$ cat src/rtl/ramdisk_ptr_ctrl.sv
// Apple II slot RAM-disk controller: NPTR auto-stepping SRAM address pointers,
// a data port through the selected pointer, and a ROM bank bit, timed off a PHI1-synced 7M counter.

module ramdisk_ptr_lane #(
  parameter int ADDR_W = 24
) (
  input  logic              clk,
  input  logic              rst_n,
  input  logic              wr,
  input  logic [1:0]        bsel,
  input  logic [7:0]        din,
  input  logic              step,
  input  logic              dir,
  output logic [ADDR_W-1:0] ptr,
  output logic              wrap
);
  logic [23:0] ext, nxt;

  // Byte writes go through a 24-bit view; bits above ADDR_W are dropped.
  always_comb begin
    ext = '0;
    ext[ADDR_W-1:0] = ptr;
    nxt = ext;
    case (bsel)
      2'd0:    nxt[7:0]   = din;
      2'd1:    nxt[15:8]  = din;
      default: nxt[23:16] = din;
    endcase
  end

  assign wrap = step & (dir ? (ptr == '0) : (&ptr));

  always_ff @(posedge clk or negedge rst_n)
    if (!rst_n)    ptr <= '0;
    else if (step) ptr <= dir ? ptr - ADDR_W'(1) : ptr + ADDR_W'(1);
    else if (wr)   ptr <= nxt[ADDR_W-1:0];
endmodule

module ramdisk_ptr_ctrl #(
  parameter int ADDR_W = 24,
  parameter int NPTR   = 2
) (
  input  logic              C7M,
  input  logic              nRES,
  input  logic              PHI1,
  input  logic [3:0]        A,
  input  logic              nWE,
  input  logic              nDEVSEL,
  input  logic              nIOSEL,
  input  logic [7:0]        Din,
  input  logic [7:0]        RD,
  output logic [7:0]        Dout,
  output logic              DOE,
  output logic              RDOE,
  output logic              RAMCS,
  output logic [ADDR_W-1:0] RA,
  output logic              Bank
);
  logic                       phi1_reg, phi0_seen, regen, dben, csen;
  logic                       pend, pdir, bank_q;
  logic [2:0]                 s, s_nxt;
  logic [3:0]                 ctrl;
  logic [1:0]                 p, pidx;
  logic [NPTR-1:0]            wrap, wrap_set;
  logic [NPTR-1:0][ADDR_W-1:0] ptrs;
  logic                       reg_sel, data_sel, wr6, ptr_wr, step1, stat_clr;
  logic [23:0]                rext;
  logic [7:0]                 st;

  assign p = ctrl[1:0] & 2'(NPTR-1);

  always_comb begin
    if (PHI1 && !phi1_reg && phi0_seen) s_nxt = 3'd1;
    else if (s == 3'd0 || s == 3'd7)    s_nxt = s;
    else                                s_nxt = s + 3'd1;
  end

  // DBEN/CSEN are registered off the next state so they line up with S itself.
  always_ff @(posedge C7M or negedge nRES)
    if (!nRES) begin
      phi1_reg  <= 1'b0;
      phi0_seen <= 1'b0;
      s         <= 3'd0;
      dben      <= 1'b0;
      csen      <= 1'b0;
      regen     <= 1'b0;
    end else begin
      phi1_reg  <= PHI1;
      phi0_seen <= phi0_seen | ~PHI1;
      s         <= s_nxt;
      dben      <= s_nxt[2];
      csen      <= (s_nxt == 3'd4 && nWE) || (s_nxt >= 3'd5);
      if (s == 3'd5 && !nIOSEL) regen <= 1'b1;
    end

  assign reg_sel  = !nDEVSEL && regen;
  assign data_sel = reg_sel && (A == 4'h3);
  assign wr6      = reg_sel && !nWE && (s == 3'd6);
  assign ptr_wr   = wr6 && (A < 4'h3);
  assign step1    = pend && (s == 3'd1);
  assign stat_clr = reg_sel && nWE && (s == 3'd6) && (A == 4'h5);

  always_ff @(posedge C7M or negedge nRES)
    if (!nRES) begin
      ctrl   <= 4'h0;
      bank_q <= 1'b0;
      pend   <= 1'b0;
      pidx   <= 2'd0;
      pdir   <= 1'b0;
      wrap   <= '0;
    end else begin
      if (wr6 && A == 4'h4) ctrl   <= Din[3:0];
      if (wr6 && A == 4'hF) bank_q <= Din[0];
      // Target is latched here so a later CTRL write cannot redirect the step.
      if (data_sel && s == 3'd6 && ctrl[2]) begin
        pend <= 1'b1;
        pidx <= p;
        pdir <= ctrl[3];
      end else if (step1) begin
        pend <= 1'b0;
      end
      wrap <= (wrap & ~{NPTR{stat_clr}}) | wrap_set;
    end

  for (genvar i = 0; i < NPTR; i++) begin : g_lane
    ramdisk_ptr_lane #(.ADDR_W(ADDR_W)) u_lane (
      .clk   (C7M),
      .rst_n (nRES),
      .wr    (ptr_wr && p == 2'(i)),
      .bsel  (A[1:0]),
      .din   (Din),
      .step  (step1 && pidx == 2'(i)),
      .dir   (pdir),
      .ptr   (ptrs[i]),
      .wrap  (wrap_set[i])
    );
  end

  always_comb begin
    RA = '0;
    for (int i = 0; i < NPTR; i++)
      if (p == 2'(i)) RA = ptrs[i];
  end

  always_comb begin
    rext = '0;
    rext[ADDR_W-1:0] = RA;
    st = '0;
    st[NPTR-1:0] = wrap;
    case (A)
      4'h0:    Dout = rext[7:0];
      4'h1:    Dout = rext[15:8];
      4'h2:    Dout = rext[23:16];
      4'h3:    Dout = RD;
      4'h4:    Dout = {4'h0, ctrl};
      4'h5:    Dout = st;
      default: Dout = 8'h00;
    endcase
  end

  assign RAMCS = data_sel & csen;
  assign RDOE  = dben & ~nWE;
  assign DOE   = dben & nWE & reg_sel;
  assign Bank  = bank_q;
endmodule

$ cat config.mk
export PLATFORM = sky130hd
export DESIGN_NAME = ramdisk_ptr_ctrl
export DESIGN_NICKNAME = d
export VERILOG_FILES = /design/src/rtl/ramdisk_ptr_ctrl.sv
export SDC_FILE = /design/constraint.sdc
export NUM_CORES = 1
export LEC_CHECK = 0
export BUFFER_PORTS_ARGS = -buffer_cell sky130_fd_sc_hd__buf_2
export CAP_MARGIN = 20
export CORE_ASPECT_RATIO = 1.4
export CORE_MARGIN = 2
export CORE_UTILIZATION = 45
export CTS_BUF_LIST = sky130_fd_sc_hd__clkbuf_8
export CTS_CLUSTER_SIZE = 10
export DETAILED_ROUTE_END_ITERATION = 6
export GPL_TIMING_DRIVEN = 0
export HOLD_SLACK_MARGIN = 0.06
export PLACE_DENSITY = 0.75
export SYNTH_ARGS = -nofsm -noshare
export SYNTH_HDL_FRONTEND = slang
export SYNTH_SLANG_ARGS = --single-unit
$ cat constraint.sdc
create_clock -name C7M -period 3.4 [get_ports C7M]
set_input_delay 0.68 -clock C7M [delete_from_list [all_inputs] [get_ports C7M]]
set_output_delay 0.68 -clock C7M [all_outputs]
set_load 0.02 [all_outputs]
---- Word level (Yosys, flattened, before mapping) ----
Cells that the tools add are included.
word-level totals
  flip-flop bits (word level) ............. 66
  logic and storage cells ................. 119
  input bits .............................. 26
  output and inout port bits .............. 36
operators by class
  eq/ne operators ......................... 14
  reduce and logical (&&, ||, !) cells .... 50
  magnitude comparators ................... 2
  bitwise gates (word level) .............. 12
  multiplexer cells ....................... 18
  $add $sub $neg .......................... 5
operators with widths
  cell                                                number
  2-to-1 mux 24 bit                                   8
  adder 24 x 1 -> 24 bit, second input constant       2
  logical NOT 24 bit                                  2
  case mux 8 bit (6 select lines)                     1
  AND reduction 24 bit                                2
  subtractor 24 x 1 -> 24 bit, second input constant  2
  2-to-1 mux 8 bit                                    3
  logical AND 1 bit                                   21
  nonzero test 2 bit                                  7
  == test 3 bit, second input constant                4
  AND reduction 2 bit                                 6
  == test 4 x 2 -> 1 bit, second input constant       2
  == test 4 x 3 -> 1 bit, second input constant       2
  AND 1 bit                                           6
  logical NOT 2 bit                                   3
  2-to-1 mux 3 bit                                    2
  == test 4 x 1 -> 1 bit, second input constant       1
  == test 4 bit, second input constant                1
  logical NOT 1 bit                                   4
  logical NOT 4 bit                                   1
  < comparator 4 x 2 -> 1 bit, second input constant  1
  2-to-1 mux 1 bit                                    4
  != test 2 x 1 -> 1 bit, second input constant       2
  adder 3 x 1 -> 3 bit, second input constant         1
  11 further kinds                                    13

---- Logic depth before layout (Yosys ltp) ----
  depth after elaboration ................. 8
  mapped depth ............................ 10
  depth with buffers taken out ............ 10

---- By module ----
From an unflattened synthesis, not the netlist that was laid out.
unflattened totals
  cell total of the unflattened synthesis .. 757
  area, all modules ....................... 6518.8 sq um
modules (own cells, without submodules)
  module                               times used  cells an instance  area an instance (sq um)  seq. area each (sq um)
  ramdisk_ptr_lane (g_lane[0].u_lane)  1           317                2526.2                    600.6
  ramdisk_ptr_lane (g_lane[1].u_lane)  1           303                2499.9                    600.6
  ramdisk_ptr_ctrl                     1           137                1492.7                    425.4

---- Worst setup path after synthesis ----
OpenSTA, ideal clock, no wires.
  kind .................................... register to register
  start point ............................. register pdir
  end point ............................... register g_lane[1].u_lane.ptr[20]
  slack ................................... -174 ps
  arrival ................................. 3440 ps
  setup time .............................. 134 ps
  cell stages (with the launch flop) ...... 11
  buffers on the path ..................... 0
  clock period less this slack ............ 3574 ps
  data required time ...................... 3266 ps
  cells stage by stage .................... dfrtp_1 -> inv_1 -> fa_1 -> nand2b_1 -> a21oi_1 -> o211a_1 -> o31a_1 -> o211ai_2 -> o21ai_1 -> mux2i_1 -> o22ai_1
between the ends
  longest elaborated chain between the ends .. 2
RTL lines
  item                            RTL line  text
  start, declared                 60        logic pend, pdir, bank_q;
  start signal, assigned          118       pdir <= ctrl[3];
  2-to-1 mux 24 bit (2 in a row)  35        else if (step) ptr <= dir ? ptr - ADDR_W'(1) : ptr + ADDR_W'(1);
  end signal, assigned            35
  end signal, assigned            36        else if (wr) ptr <= nxt[ADDR_W-1:0];
  end, declared                   14        output logic [ADDR_W-1:0] ptr,
No other way between the ends.
A chain may end at the register's enable or synchronous reset.

---- Worst setup path after layout ----
Ends and elaborated chain as after synthesis.

==> flow_metrics.env <==
export IMPL_yosysSeqAreaShare_pct=27.1
export IMPL_vdd_drop_max_v=0.000220
export IMPL_dr_pass1_iters=5
export IMPL_rr_startpoint="pdir$_DFFE_PN0P_"
export IMPL_grt_max_degree=66
export IMPL_vias=5857
export IMPL_core_um2=13200
export IMPL_fin_crit_sh_pct=95.7
export IMPL_critPathMaxStageDelay_ns=0.59
export IMPL_clk_pin_slew_ns=0.08
export IMPL_routed_wl_um=19000
export IMPL_fin_hold_ws_ns=0.406
export IMPL_cts_root_buf="clkbuf_8"
export IMPL_layout_drive_gt1_share_pct=18.8
export IMPL_antenna_found_initial=0
export IMPL_drt_iter0_drc=464
export IMPL_r2r_cells=10
export IMPL_startpoint_type="flip-flop"
export IMPL_cp_endpoint="g_lane[1].u_lane.ptr[20]$_DFFE_PN0P_"
export IMPL_p_leak_nw=3.11
export IMPL_port_buffers=59
export IMPL_fin_tns_setup_ns=0
export IMPL_clock_sinks=65
export IMPL_path_max_fanout=14
export IMPL_startpoint="pdir$_DFFE_PN0P_"
export IMPL_fill_cells=1247
export IMPL_top_register="g_lane.u_lane.ptr"
export IMPL_top_regs="g_lane.u_lane.ptr (48), ctrl (4)"
export IMPL_grt_pass1_vias=5644
export IMPL_slew_headroom_pct=37.7
export IMPL_drt_antenna_violating_nets=0
export IMPL_syn_avg_cell_area_um2=8.76
export IMPL_fin_cells=944
export IMPL_reg2reg_to="g_lane[1].u_lane.ptr[20]$_DFFE_PN0P_"
export IMPL_cts_buffers=9
export IMPL_dieArea_um2=14300
export IMPL_die_h_um=141
export IMPL_fin_skew_ns=0.0171
export IMPL_crit_type="reg -> reg"
export IMPL_syn_area_um2=6010
export IMPL_power_density_nw_per_um2=530
export IMPL_via_per_inst=6.20
export IMPL_yosys_warnings=0
export IMPL_largest_reg_flops=48
export IMPL_hold_viol_final=0
export IMPL_rows=50
export IMPL_drv_slew=0
export IMPL_drc=0
export IMPL_synth_edf_count=0
export IMPL_place_congestion=0.947
export IMPL_dp_cells=927
export IMPL_start_util_pct=45.5
export IMPL_cts_htree_levels=3
export IMPL_fmax_mhz=307
export IMPL_synth_nets=762
export IMPL_arrival_ns=3.48
export IMPL_required_ns=3.62
export IMPL_area_delta_synth_final_pct=13.0
export IMPL_dpl_hpwl_um=14200
export IMPL_syn_inst=686
export IMPL_clockBufferDepth=2
export IMPL_r2r_slack_ns=0.15
export IMPL_worstSetupEndpointType="flip-flop"
export IMPL_die_x_um=102
export IMPL_synthArstFlopShare_pct=100
export IMPL_yosys_cell_types_count=63
export IMPL_grt_usage_pct=26.8
export IMPL_rsz0062_at_grt="false"
export IMPL_diodes=0
export IMPL_maxCapViolations=0
export IMPL_ys_ff_latch=65
export IMPL_wl_per_cell_um=20.2
export IMPL_setup_viol=0
export IMPL_status="complete, no violations"
export IMPL_grt_first_pass_wirelength_um=29500
export IMPL_grt_ovfl_total=0
export IMPL_cts_tree="built"
export IMPL_layout_min_cycle_time_ns=3.25
export IMPL_layout_nets=833
export IMPL_worstPathCellList="inv_1 > fa_1 > nand2b_1 > a21oi_1 > o211a_1 > o31a_1 > o211ai_2 > o21ai_2 > mux2i_1 > o22ai_1"
export IMPL_clk_latency_ns=0.37
export IMPL_ios=62
export IMPL_slowest_stage="dfrtp_4"
export IMPL_hp_class="in -> async"
export IMPL_p_total_mw=3.60
export IMPL_worstMarginPinSlew_ns=0.931
export IMPL_ys_flop_type="dfrtp_1"
worst min path at each step:
stage	to	start	slack (ns)	depth (start not counted)
finish	phi0_seen$_DFF_PN0_	nRES	0.41	1
global route	phi1_reg$_DFF_PN0_	PHI1	0.43	1
CTS	phi0_seen$_DFF_PN0_	nRES	0.44	1
detailed placement	phi0_seen$_DFF_PN0_	phi0_seen$_DFF_PN0_	0.46	1
global placement	regen$_DFFE_PN0P_	regen$_DFFE_PN0P_	0.45	1
floorplan	Bank$_DFFE_PN0P_	nRES	0.38	0
synth_stat cells, types with 14 or more instances:
library cell	instances	area, µm²
nand2b_1	14	87.6
nor4_1	20	125
ha_1	48	601
xnor2_1	20	175
o21ai_0	64	320
mux2i_1	30	300
nand2_1	59	221
nor2_1	38	143
a21oi_1	42	210
dfrtp_1	65	1630
nand4_1	16	100
clkbuf_1	21	78.8
inv_1	15	56.3
nand3_1	21	105
a21o_1	21	158
mux2_2	44	495
layout by cell type, fill, tap and decap left out, types with 11 or more instances in the layout:
master,count
nand2_1,59
dfrtp_1,64
clkbuf_1,19
nand2b_1,14
nor4_1,20
a21o_1,21
nor2_1,38
mux2i_1,30
nand4_1,16
xnor2_1,20
ha_1,48
nand3_1,21
mux2_2,44
o21ai_0,64
buf_2,61
inv_1,15
a21oi_1,42
and3_1,11
worst max-delay path: cells and delay by family, from the launching register on:
family          cells  cell delay (ns)
flops               1             0.59
compound gates      6             1.37
simple gates        1             0.20
buf+inv             1             0.23
fa+ha+maj           1             0.47
mux                 1             0.25
routing by layer:
metal	share of wire, %	vias up	track usage, %
met5	0	-	0
met4	6.8	0	17.1
met3	5.7	91	4.21
met2	49	259	45.3
met1	39	2763	31.0
li1	-	2744	-
through the flow:
step           worst slack [ns]  cell area [µm²]  utilization [%]
2_1_floorplan             0.291             6010                -
3_3_place_gp             -0.564             6540             49.5
3_5_place_dp             -0.615             6540             49.5
4_1_cts                 0.00118             6780             51.4
5_1_grt                  0.0193             6790             51.5
6_report                  0.147             6790             51.5
final cells by class:
class	instances	area (µm²)	share of cell area (%)
clock buffer	9	124	1.82
clock inverter	7	77.6	1.14
tap	182	228	3.35
multi-input combinational	581	4240	62.4
inverter	15	56.3	0.829
buffer	24	96.3	1.42
sequential	65	1630	24.0
timing repair buffer	61	340	5.01
power breakdown:
group / switching [mW] / internal [mW]
Sequential: 0.284 / 0.947
Combinational: 0.985 / 0.686
Clock: 0.354 / 0.345
Total: 1.62 / 1.98
logic make-up (layout without fill, tap and decap cells):
kind of cell / after synthesis / after routing / synth area share, %
simple gates: 222 / 222 / 18.9
fa+ha+maj: 50 / 50 / 10.7
mux: 80 / 80 / 15.5
compound gates: 200 / 200 / 21.0
buf+inv: 40 / 116 / 2.56
flops: 65 / 65 / 27.1
xor+xnor: 29 / 29 / 4.35
timing repair:
action,4_1_cts,5_1_grt
hold buffers,0,0
setup endpoints to repair,17,9
resized for setup,3,4
setup buffers,1,1
(Power assumes the default switching activity.)
